**config.mk**
```make
export PLATFORM = sky130hd
export DESIGN_NAME = vram_arbiter
export DESIGN_NICKNAME = d
export VERILOG_FILES = /design/src/rtl/vram_arb_pkg.sv /design/src/rtl/vram_arb_pick.sv /design/src/rtl/vram_arbiter.sv
export SDC_FILE = /design/constraint.sdc
export NUM_CORES = 1
export LEC_CHECK = 0
export BUFFER_PORTS_ARGS = -buffer_cell sky130_fd_sc_hd__buf_2
export CAP_MARGIN = 30
export CORE_MARGIN = 4
export CORE_UTILIZATION = 25
export DETAILED_ROUTE_END_ITERATION = 12
export HOLD_SLACK_MARGIN = 0.03
export PLACE_DENSITY_LB_ADDON = 0.08
export REMOVE_ABC_BUFFERS = 1
export SLEW_MARGIN = 5
export SYNTH_ARGS = -nofsm -noshare
export SYNTH_HDL_FRONTEND = slang
export SYNTH_HIERARCHICAL = 1
export SYNTH_SLANG_ARGS = --single-unit
```
**constraint.sdc**
```tcl
create_clock -name i_clock -period 2.4 [get_ports i_clock]
set_input_delay 0.6 -clock i_clock [delete_from_list [all_inputs] [get_ports i_clock]]
set_output_delay 0.6 -clock i_clock [all_outputs]
set_load 0.05 [all_outputs]
```
**src/rtl/vram_arb_pkg.sv**
```systemverilog
// Shared types and constants for the three-port VRAM arbiter.
// Owner encoding doubles as the index into the per-port packed arrays.
package vram_arb_pkg;

    typedef enum logic [1:0] {ST_IDLE, ST_ACTIVE, ST_ACK} state_e;
    typedef enum logic [1:0] {OWN_V, OWN_C, OWN_D} owner_e;

    localparam logic [31:0] ABORT_DATA = 32'hDEADBEEF;

    function automatic logic [2:0] sat_inc3(input logic [2:0] v);
        return (v == 3'd7) ? v : v + 3'd1;
    endfunction

endpackage

```
**src/rtl/vram_arb_pick.sv**
```systemverilog
// Combinational winner select: starved c/d ports beat video, otherwise
// video first, then round-robin between c and d.
module vram_arb_pick
    import vram_arb_pkg::*;
#(
    parameter int MAX_WAIT = 4
) (
    input  logic       req_v_i,
    input  logic       req_c_i,
    input  logic       req_d_i,
    input  logic [2:0] wait_c_i,
    input  logic [2:0] wait_d_i,
    input  logic       rr_d_i,
    output logic       valid_o,
    output owner_e     owner_o
);

    logic c_hot, d_hot;

    assign c_hot   = req_c_i && (wait_c_i >= 3'(MAX_WAIT));
    assign d_hot   = req_d_i && (wait_d_i >= 3'(MAX_WAIT));
    assign valid_o = req_v_i | req_c_i | req_d_i;

    always_comb begin
        owner_o = OWN_V;
        if (c_hot && d_hot)             owner_o = rr_d_i ? OWN_D : OWN_C;
        else if (c_hot)                 owner_o = OWN_C;
        else if (d_hot)                 owner_o = OWN_D;
        else if (req_v_i)               owner_o = OWN_V;
        else if (req_c_i && req_d_i)    owner_o = rr_d_i ? OWN_D : OWN_C;
        else if (req_c_i)               owner_o = OWN_C;
        else if (req_d_i)               owner_o = OWN_D;
    end

endmodule

```
**src/rtl/vram_arbiter.sv**
```systemverilog
// Three-port (video/CPU/DMA) VRAM arbiter with anti-starvation wait counters
// and a downstream timeout that completes the owner with ABORT_DATA.
module vram_arbiter
    import vram_arb_pkg::*;
#(
    parameter int MAX_WAIT = 4,
    parameter int TIMEOUT  = 255
) (
    input  logic        i_clock,
    input  logic        i_reset_n,
    input  logic        i_v_request,
    input  logic        i_c_request,
    input  logic        i_d_request,
    input  logic        i_v_rw,
    input  logic        i_c_rw,
    input  logic        i_d_rw,
    input  logic [31:0] i_v_address,
    input  logic [31:0] i_c_address,
    input  logic [31:0] i_d_address,
    input  logic [31:0] i_v_wdata,
    input  logic [31:0] i_c_wdata,
    input  logic [31:0] i_d_wdata,
    output logic [31:0] o_v_rdata,
    output logic [31:0] o_c_rdata,
    output logic [31:0] o_d_rdata,
    output logic        o_v_ready,
    output logic        o_c_ready,
    output logic        o_d_ready,
    output logic        o_bus_request,
    output logic        o_bus_rw,
    output logic [31:0] o_bus_address,
    output logic [31:0] o_bus_wdata,
    input  logic [31:0] i_bus_rdata,
    input  logic        i_bus_ready,
    output logic        o_video_busy,
    output logic        o_timeout
);

    state_e            state_q;
    owner_e            owner_q, pick_own;
    logic              pick_vld;
    logic [2:0]        wait_c_q, wait_d_q;
    logic              rr_d_q;
    logic [7:0]        tcnt_q;
    logic              timeout_q;
    logic              bus_req_q, bus_rw_q;
    logic [31:0]       bus_addr_q, bus_wdata_q;
    logic [2:0]        rdy_q;
    logic [2:0][31:0]  rdata_q;

    // Per-port inputs packed so the owner enum can index them directly.
    logic [2:0]        rw_w;
    logic [2:0][31:0]  addr_w, wdata_w;
    logic [31:0]       ack_data;
    logic              tmo_hit;

    assign rw_w     = {i_d_rw, i_c_rw, i_v_rw};
    assign addr_w   = {i_d_address, i_c_address, i_v_address};
    assign wdata_w  = {i_d_wdata, i_c_wdata, i_v_wdata};
    assign tmo_hit  = (tcnt_q == 8'(TIMEOUT));
    assign ack_data = i_bus_ready ? i_bus_rdata : ABORT_DATA;

    vram_arb_pick #(.MAX_WAIT(MAX_WAIT)) u_pick (
        .req_v_i  (i_v_request),
        .req_c_i  (i_c_request),
        .req_d_i  (i_d_request),
        .wait_c_i (wait_c_q),
        .wait_d_i (wait_d_q),
        .rr_d_i   (rr_d_q),
        .valid_o  (pick_vld),
        .owner_o  (pick_own)
    );

    always_ff @(posedge i_clock or negedge i_reset_n) begin
        if (!i_reset_n) begin
            state_q     <= ST_IDLE;
            owner_q     <= OWN_V;
            wait_c_q    <= '0;
            wait_d_q    <= '0;
            rr_d_q      <= 1'b0;
            tcnt_q      <= '0;
            timeout_q   <= 1'b0;
            bus_req_q   <= 1'b0;
            bus_rw_q    <= 1'b0;
            bus_addr_q  <= '0;
            bus_wdata_q <= '0;
            rdy_q       <= '0;
            rdata_q     <= '0;
        end else begin
            rdy_q <= '0;
            case (state_q)
                ST_IDLE: if (pick_vld) begin
                    state_q     <= ST_ACTIVE;
                    owner_q     <= pick_own;
                    tcnt_q      <= '0;
                    bus_req_q   <= 1'b1;
                    bus_rw_q    <= rw_w[pick_own];
                    bus_addr_q  <= addr_w[pick_own];
                    bus_wdata_q <= wdata_w[pick_own];
                    wait_c_q    <= (pick_own == OWN_C) ? 3'd0 :
                                   (i_c_request ? sat_inc3(wait_c_q) : wait_c_q);
                    wait_d_q    <= (pick_own == OWN_D) ? 3'd0 :
                                   (i_d_request ? sat_inc3(wait_d_q) : wait_d_q);
                    // Pointer aims at the c/d port that did not just win.
                    if (pick_own != OWN_V) rr_d_q <= (pick_own == OWN_C);
                end
                ST_ACTIVE: if (i_bus_ready || tmo_hit) begin
                    state_q          <= ST_ACK;
                    bus_req_q        <= 1'b0;
                    rdy_q[owner_q]   <= 1'b1;
                    rdata_q[owner_q] <= ack_data;
                    if (!i_bus_ready) timeout_q <= 1'b1;
                end else begin
                    tcnt_q <= tcnt_q + 8'd1;
                end
                ST_ACK:  state_q <= ST_IDLE;
                default: state_q <= ST_IDLE;
            endcase
        end
    end

    assign o_bus_request = bus_req_q;
    assign o_bus_rw      = bus_rw_q;
    assign o_bus_address = bus_addr_q;
    assign o_bus_wdata   = bus_wdata_q;
    assign o_v_ready     = rdy_q[0];
    assign o_c_ready     = rdy_q[1];
    assign o_d_ready     = rdy_q[2];
    assign o_v_rdata     = rdata_q[0];
    assign o_c_rdata     = rdata_q[1];
    assign o_d_rdata     = rdata_q[2];
    assign o_timeout     = timeout_q;
    assign o_video_busy  = i_v_request | ((state_q != ST_IDLE) && (owner_q == OWN_V));

endmodule

```
==> impl_metrics.yaml, run 1 <==
synth:
  synth-warning-count: 6
  synth.avg_cell_area_um2: 10.9
  syn_inst: 772
  ys_seq_elements: 185
  synth_area_leaders: "dfrtp_1, o32a_1, mux2i_1, a21oi_1, nand2_1"
  synth_edf_count: 0
  ys_async_sr_fraction: 1.00
  yosys.area.top_type: "dfrtp_1"
  yosysSeqAreaShare: 0.549
  yosysUniqueCellTypes: 49
  netlist_area_um2: 8430
  netlist.area_leader.share: 0.549
  synthFlopType: "dfrtp_1"
floorplan:
  die_area_um2: 36700
  coreArea_um2: 32900
  chipWidth_um: 192
  initial_utilization: 0.257
  die_h_um: 192
  rows: 66
  pin_count: 400
detailed_routing:
  dr.first_iter.drc_count: 330
  route.detailed.drc: 0
  drt-total-wl_um: 30500
  vias: 7509
  final_antenna_net_count: 0
  wl_per_cell_um: 18.9
  vias_per_cell: 4.66
  dr.pass1.iters: 5
placed_design:
  port_buffers: 399
  routabilityCongestion: 0.755
  dp_hpwl_um: 22400
  preCtsSetupSlack_ps: 165
  place_area_um2: 11000
setup_path:
  criticalPathCategory: "reg2out"
  required_ps: 1800
  path_cells: "or2_1, o21bai_1, buf_2"
  reg2reg_depth: 8
  endpoint_kind: "output pin"
  rrSetupSlack_ps: 260
  critical_path_arrival_ps: 1610
  slowest_stage: "dfrtp_1"
  start_kind: "flop"
  slowest_delay_ps: 460
  cp_max_fo: 7
sta:
  hold_violations: 0
  setup_viol: 0
  fin_tns_setup_ps: 0
  relSlewSlack: 0.399
  finalMaxSlewViolations: 0
  max_freq_ghz: 0.453
  tightest_slew_ps: 901
  fin_skew_ps: 9.97
  timing.final.ws_setup_ps: 193
  fin_crit_ps: 2210
  grt_setup_unrepaired: "no"
  fin_crit_sh: 0.920
clock_network:
  cts_sinks: 185
  cts_root_buffer: "clkbuf_16"
  cts_tree: "done"
  clk_pin_slew_ps: 70
  cts_buffers: 17
  clk_path_buf_depth: 2
  postCtsSetupBuffers: 0
  cts_hold_buf: 0
  cts_resized: 0
  clkLatencyLatePin_ps: 430
  htreeDepth: 4
power_and_ir_drop:
  peakVddDrop_v: 0.000554
  power.density_nw_per_um2: 1600
  leakagePower_nw: 5.56
  power_mw: 18.7
grt:
  grt_pass1_vias: 7818
  grt_usage: 0.165
  overflow: 0
  grt_max_degree: 73
  grt_pass1_wl_um: 47000
  antenna_found_initial: 4
layout:
  final_nets: 1393
  post-route-util: 0.355
  layout_common_cells: "buf_2, dfrtp_1, nand2_1, o32a_1"
  layout_commonest_cell: "buf_2"
  drive_gt1_frac: 0.416
  nFillCells: 3477
  antennaDiodeCount: 0
  fin_area_um2: 11700
  area_delta_synth_final_pct: 38.4
worst_hold_path:
  hold_path_class: "in2async"
flow_run:
  cap_violations: 0
outcome:
  status: "completed"
==> final cells by class <==
type	count	area [um2]	area share
timing repair buffer	431	2360	0.202
tap	442	553	0.0474
clock inverter	14	180	0.0154
inverter	9	41.3	0.00354
clock buffer	18	439	0.0376
sequential	185	4630	0.397
multi-input combinational	511	3460	0.297
==> power breakdown <==
| group | internal, mW | switching (mW) | total, mW |
|---|---|---|---|
| combinational | 2.66 | 7.73 | 10.4 |
| sequential | 4.55 | 0.794 | 5.34 |
| clock | 1.61 | 1.36 | 2.98 |
==> worst paths after layout <==
| kind | from | endpoint |
|---|---|---|
| setup / recovery | owner_q[0] | o_video_busy |
| hold / removal | i_reset_n | o_d_rdata[22] |
| setup reg to reg | wait_d_q[2] | o_bus_wdata[3] |
| hold reg to reg | o_timeout | o_timeout |
| max in group asynchronous | i_reset_n | o_bus_wdata[25] |
| min in group i_clock | i_d_address[12] | o_bus_address[12] |
==> flip-flops by register name, summed over array words and instances, names as in the netlist, 8 cells and up <==
register	cells
o_c_rdata	32
o_bus_wdata	32
o_bus_address	32
o_v_rdata	32
o_d_rdata	32
tcnt_q	8
==> worst max-delay path, delay by kind of cell (launching register included) <==
family | cells | cell delay (ps)
DFF | 1 | 460
and+or+nand+nor | 1 | 310
buffers and inverters | 1 | 270
AOI/OAI and AO/OA | 1 | 140
==> per-stage QoR <==
stage,instances,hold WS [ps]
6_report,1610,184
5_1_grt,1610,185
4_1_cts,1610,184
3_5_place_dp,1578,458
3_3_place_gp,1578,459
2_1_floorplan,705,304
==> layer usage <==
metal  global-route usage  share of wire  vias up  routed length (um)
li1                     -              -     3618                   -
met1                0.215           0.44     3585               13500
met2                0.274           0.48      280               14500
met3               0.0476          0.072       18                2190
met4               0.0343         0.0079        8                 240
met5                    0         0.0018        -                  55
==> Yosys cell counts (all sizes together) (2+ instances only) <==
master / number
o21ai: 70
a21o: 2
and3: 4
dfrtp: 185
nand2: 77
nor2: 71
a211o: 3
buf: 33
and4: 2
and2: 3
o32a: 72
mux2i: 66
a22o: 4
ha: 5
nor2b: 7
nand3: 7
clkbuf: 34
mux2: 2
a31oi: 2
a21oi: 70
inv: 9
nor3b: 4
nand2b: 3
a32o: 24
==> cells by family (layout without fill, tap and decap cells) <==
| family | Yosys count | after routing | share of synthesized area |
|---|---|---|---|
| AO/OA/AOI/OAI | 255 | 255 | 0.220 |
| flip-flops | 185 | 185 | 0.549 |
| AND/OR/NAND/NOR | 182 | 182 | 0.0969 |
| buffers and inverters | 76 | 472 | 0.0445 |
| multiplexers | 68 | 68 | 0.0810 |
| adder cells (fa/ha/maj) | 6 | 6 | 0.00876 |
No activity file was read; power rests on OpenSTA's default activity.
==> inputs of run 2 (changes only) <==
- CORE_ASPECT_RATIO: unset -> 0.75
==> run 2 against run 1 <==
Compared with the run above:
- critical endpoint unchanged
- cell count is 0.37% lower
- sequential power hardly changed
- power is 1.7% lower
==> impl_metrics.yaml, run 2 (same netlist as run 1, synthesis figures left out) <==
setup_path:
  startpoint: "owner_q[0]"
  rrSetupSlack_ps: 230
  start_kind: "flop"
  endpoint_kind: "output pin"
  required_ps: 1800
  criticalPathCategory: "reg2out"
  cp_max_fo: 7
  r2r-end: "wait_c_q[0]"
  endpoint: "o_video_busy"
  critical_path_arrival_ps: 1600
  reg2reg_depth: 7
  r2r_start: "wait_d_q[2]"
power_and_ir_drop:
  seq_power_share: 0.291
  p_int_mw: 8.60
  pwr-share-comb: 0.560
  power_mw: 18.4
  power.switching_mw: 9.81
  peakVddDrop_v: 0.000653
  p_sw_frac: 0.533
  power.density_nw_per_um2: 1590
  leakagePower_nw: 5.51
  clkPwrFrac: 0.149
floorplan:
  initial_utilization: 0.257
  chipWidth_um: 220
  die_h_um: 167
  rows: 57
  die_area_um2: 36800
  coreArea_um2: 32800
  pin_count: 400
sta:
  fin_crit_sh: 0.917
  max_freq_ghz: 0.454
  tightest_slew_ps: 906
  setup_viol: 0
  fin_skew_ps: 10.3
  finalMaxSlewViolations: 0
  relSlewSlack: 0.396
  hold_violations: 0
  grt_setup_unrepaired: "no"
  fin_crit_ps: 2200
clock_network:
  cts_buffers: 17
  cts_hold_buf: 0
  clk_pin_slew_ps: 70
  htreeDepth: 4
  postCtsSetupBuffers: 0
  cts_sinks: 185
  clk_path_buf_depth: 2
  cts_root_buffer: "clkbuf_16"
  cts_tree: "done"
  clkLatencyLatePin_ps: 430
  cts_resized: 0
grt:
  grt_pass1_wl_um: 47700
  grt_pass1_vias: 7829
  grt_usage: 0.166
  overflow: 0
  grt_max_degree: 74
  antenna_found_initial: 3
detailed_routing:
  route.detailed.drc: 0
  vias: 7479
  vias_per_cell: 4.66
  dr.first_iter.drc_count: 375
  final_antenna_net_count: 0
  dr.pass1.iters: 4
  drt-total-wl_um: 30900
  wl_per_cell_um: 19.3
placed_design:
  dpl.cell_count: 1571
  routabilityCongestion: 0.798
  port_buffers: 399
  dp_hpwl_um: 22700
outcome:
  status: "completed"
layout:
  layout_common_cells: "buf_2, dfrtp_1, nand2_1, o32a_1"
  nFillCells: 3434
  layout_commonest_cell: "buf_2"
  area_delta_synth_final_pct: 37.1
  final_nets: 1386
  drive_gt1_frac: 0.412
  fin_cells: 1604
worst_hold_path:
  hold_path_class: "in2async"
flow_run:
  cap_violations: 0
[run 2: routing by layer]
layer  GRT usage  vias to the layer above  share of wire
met4      0.0325                        2          0.011
met3      0.0424                       22          0.064
met5           0                        -        0.00042
met2       0.271                      248           0.47
li1            -                     3603              -
met1       0.225                     3604           0.45
[run 2: area by class of cell]
type | instances | area [um2] | share of cell area
antenna | 2 | 5.00 | 0.000433
clock buffer | 18 | 439 | 0.0380
clock inverter | 13 | 119 | 0.0103
inverter | 9 | 41.3 | 0.00357
multi-input combinational | 511 | 3460 | 0.300
sequential | 185 | 4630 | 0.401
tap | 442 | 553 | 0.0479
timing repair buffer | 424 | 2310 | 0.200
[run 2: worst min-delay path by stage]
stage	to	slack [ps]
CTS	rdy_q[1]	130
floorplan	o_bus_address[0]	300
detailed placement	o_timeout	460
finish	rdy_q[1]	120
global placement	o_bus_wdata[20]	460
global route	rdy_q[1]	140
[run 2: power by group through the flow]
stage	Combinational (mW)	Clock (mW)	Sequential, mW
3_5_place_dp	10.5	0	5.40
3_3_place_gp	10.4	0	5.39
6_report	10.3	2.75	5.35
2_1_floorplan	2.69	0	9.98
5_1_grt	11.0	2.99	5.55
4_1_cts	10.4	2.89	5.37
[run 2: worst max-delay path, stage by stage, from the launching register on]
cell,delay (ps)
dfrtp_1,450
or2_1,270
o21bai_1,170
buf_2,290
[run 2: through the flow]
stage / setup slack (ps) / hold slack (ps) / area, um2 / TNS (ps) / utilization
after floorplan: -3860 / 304 / 8100 / -262880 / -
after global placement: 221 / 461 / 11000 / 0 / 0.335
after detailed placement: 220 / 460 / 11000 / 0 / 0.335
after CTS: 150 / 126 / 11600 / 0 / 0.352
after global routing: 69.7 / 143 / 11600 / 0 / 0.352
final: 200 / 118 / 11600 / 0 / 0.352
==> inputs of run 3 (changes only) <==
- PLACE_DENSITY: unset -> 0.59
- PLACE_DENSITY_LB_ADDON: 0.08 -> unset
==> run 3 against run 2 <==
Compared with the run above:
- global-route usage down 0.38 points
- cell count increased by 0.44%
- highest routed layer unchanged
- critical endpoint unchanged
- largest power group unchanged
- critical path type unchanged
- largest cell class unchanged
- flip-flop and latch count did not move
- critical path depth did not move
- sequential share of layout area fell by 0.34 points
==> impl_metrics.yaml, run 3 (same netlist as run 1, synthesis figures left out) <==
outcome:
  status: "completed"
grt:
  grt_pass1_vias: 7782
  overflow: 0
  grt_max_degree: 79
  grt_pass1_wl_um: 46200
  grt_usage: 0.162
  antenna_found_initial: 4
layout:
  regArea_um2: 4630
  layout_commonest_cell: "buf_2"
  multi_input_area_um2: 3460
  nFillCells: 3393
  layout_common_cells: "buf_2, dfrtp_1, nand2_1, o32a_1"
  drive_gt1_frac: 0.415
  area_delta_synth_final_pct: 38.2
  final_nets: 1391
clock_network:
  cts_root_buffer: "clkbuf_16"
  postCtsSetupBuffers: 0
  cts_buffers: 17
  cts_sinks: 185
  cts_hold_buf: 0
  cts_tree: "done"
  clkLatencyLatePin_ps: 430
  cts_resized: 0
  clk_pin_slew_ps: 80
  clk_path_buf_depth: 2
  htreeDepth: 4
sta:
  tightest_slew_ps: 836
  fin_skew_ps: 11.1
  finalMaxSlewViolations: 0
  hold_violations: 0
  fin_tns_setup_ps: 0
  relSlewSlack: 0.443
  fin_crit_sh: 0.916
  grt_setup_unrepaired: "no"
  max_freq_ghz: 0.455
  fin_crit_ps: 2200
  setup_viol: 0
  timing.hold.ws_ps: 128
detailed_routing:
  route.detailed.drc: 0
  final_antenna_net_count: 0
  vias: 7722
  dr.first_iter.drc_count: 581
  dr.pass1.iters: 4
  drt-total-wl_um: 30500
  vias_per_cell: 4.79
  wl_per_cell_um: 18.9
flow_run:
  cap_violations: 0
placed_design:
  routabilityCongestion: 0.854
  port_buffers: 399
  dp_hpwl_um: 23500
setup_path:
  r2r_start: "wait_d_q[2]"
  startpoint: "owner_q[1]"
  criticalPathCategory: "reg2out"
  slowest_delay_ps: 470
  slowest_stage: "dfrtp_1"
  endpoint_kind: "output pin"
  reg2reg_depth: 8
  path_cells: "or2_1, o21bai_1, buf_2"
  start_kind: "flop"
  rrSetupSlack_ps: 220
  cp_max_fo: 7
  required_ps: 1800
  r2r-end: "o_bus_address[22]"
  critical_path_arrival_ps: 1600
power_and_ir_drop:
  power.density_nw_per_um2: 1590
  peakVddDrop_v: 0.000920
  leakagePower_nw: 5.55
floorplan:
  die_h_um: 167
  pin_count: 400
  coreArea_um2: 32800
  initial_utilization: 0.257
  die_area_um2: 36800
  rows: 57
  chipWidth_um: 220
worst_hold_path:
  hold_path_class: "in2async"
run 3: how the worst max path moves through the flow:
stage	to	slack (ps)	cells after the start
floorplan	wait_d_q[0]	-3860	5
global placement	o_bus_address[29]	140	8
detailed placement	o_bus_address[29]	120	8
CTS	o_video_busy	150	3
global route	o_bus_address[30]	60	7
finish	o_video_busy	200	3
run 3: routing by layer:
metal | global-route usage | routed length [um] | up-vias | part of all wire
met5 | 0 | 27 | - | 0.00089
met4 | 0.0641 | 1010 | 4 | 0.033
met3 | 0.0419 | 2340 | 38 | 0.077
met2 | 0.271 | 14500 | 323 | 0.47
met1 | 0.201 | 12600 | 3729 | 0.41
li1 | - | - | 3628 | -
run 3: final cells by class:
cell class,count,area share
inverter,9,0.00354
timing repair buffer,429,0.201
multi-input combinational,511,0.297
antenna,3,0.000644
sequential,185,0.397
tap,442,0.0475
clock buffer,18,0.0377
clock inverter,14,0.0151
run 3: critical path: cells and delay by family, from the launching register on:
family / cells / cell delay (ps)
compound gates: 1 / 140
flops: 1 / 470
simple gates: 1 / 280
buf+inv: 1 / 270
run 3: where the power goes:
group | switching [mW] | internal (mW)
clock | 1.43 | 1.44
sequential | 0.849 | 4.55
combinational | 7.67 | 2.59
total | 9.95 | 8.58
run 3: through the flow:
stage	cell area [um2]	setup WS, ps	utilization	total power [mW]	std cells
final	11700	203	0.355	18.5	1611
after global routing	11700	59.6	0.355	19.6	1610
after CTS	11600	147	0.355	18.8	1608
after detailed placement	11000	121	0.336	15.9	1576
after global placement	11000	138	0.336	15.7	1576
after floorplan	8100	-3860	-	12.7	705
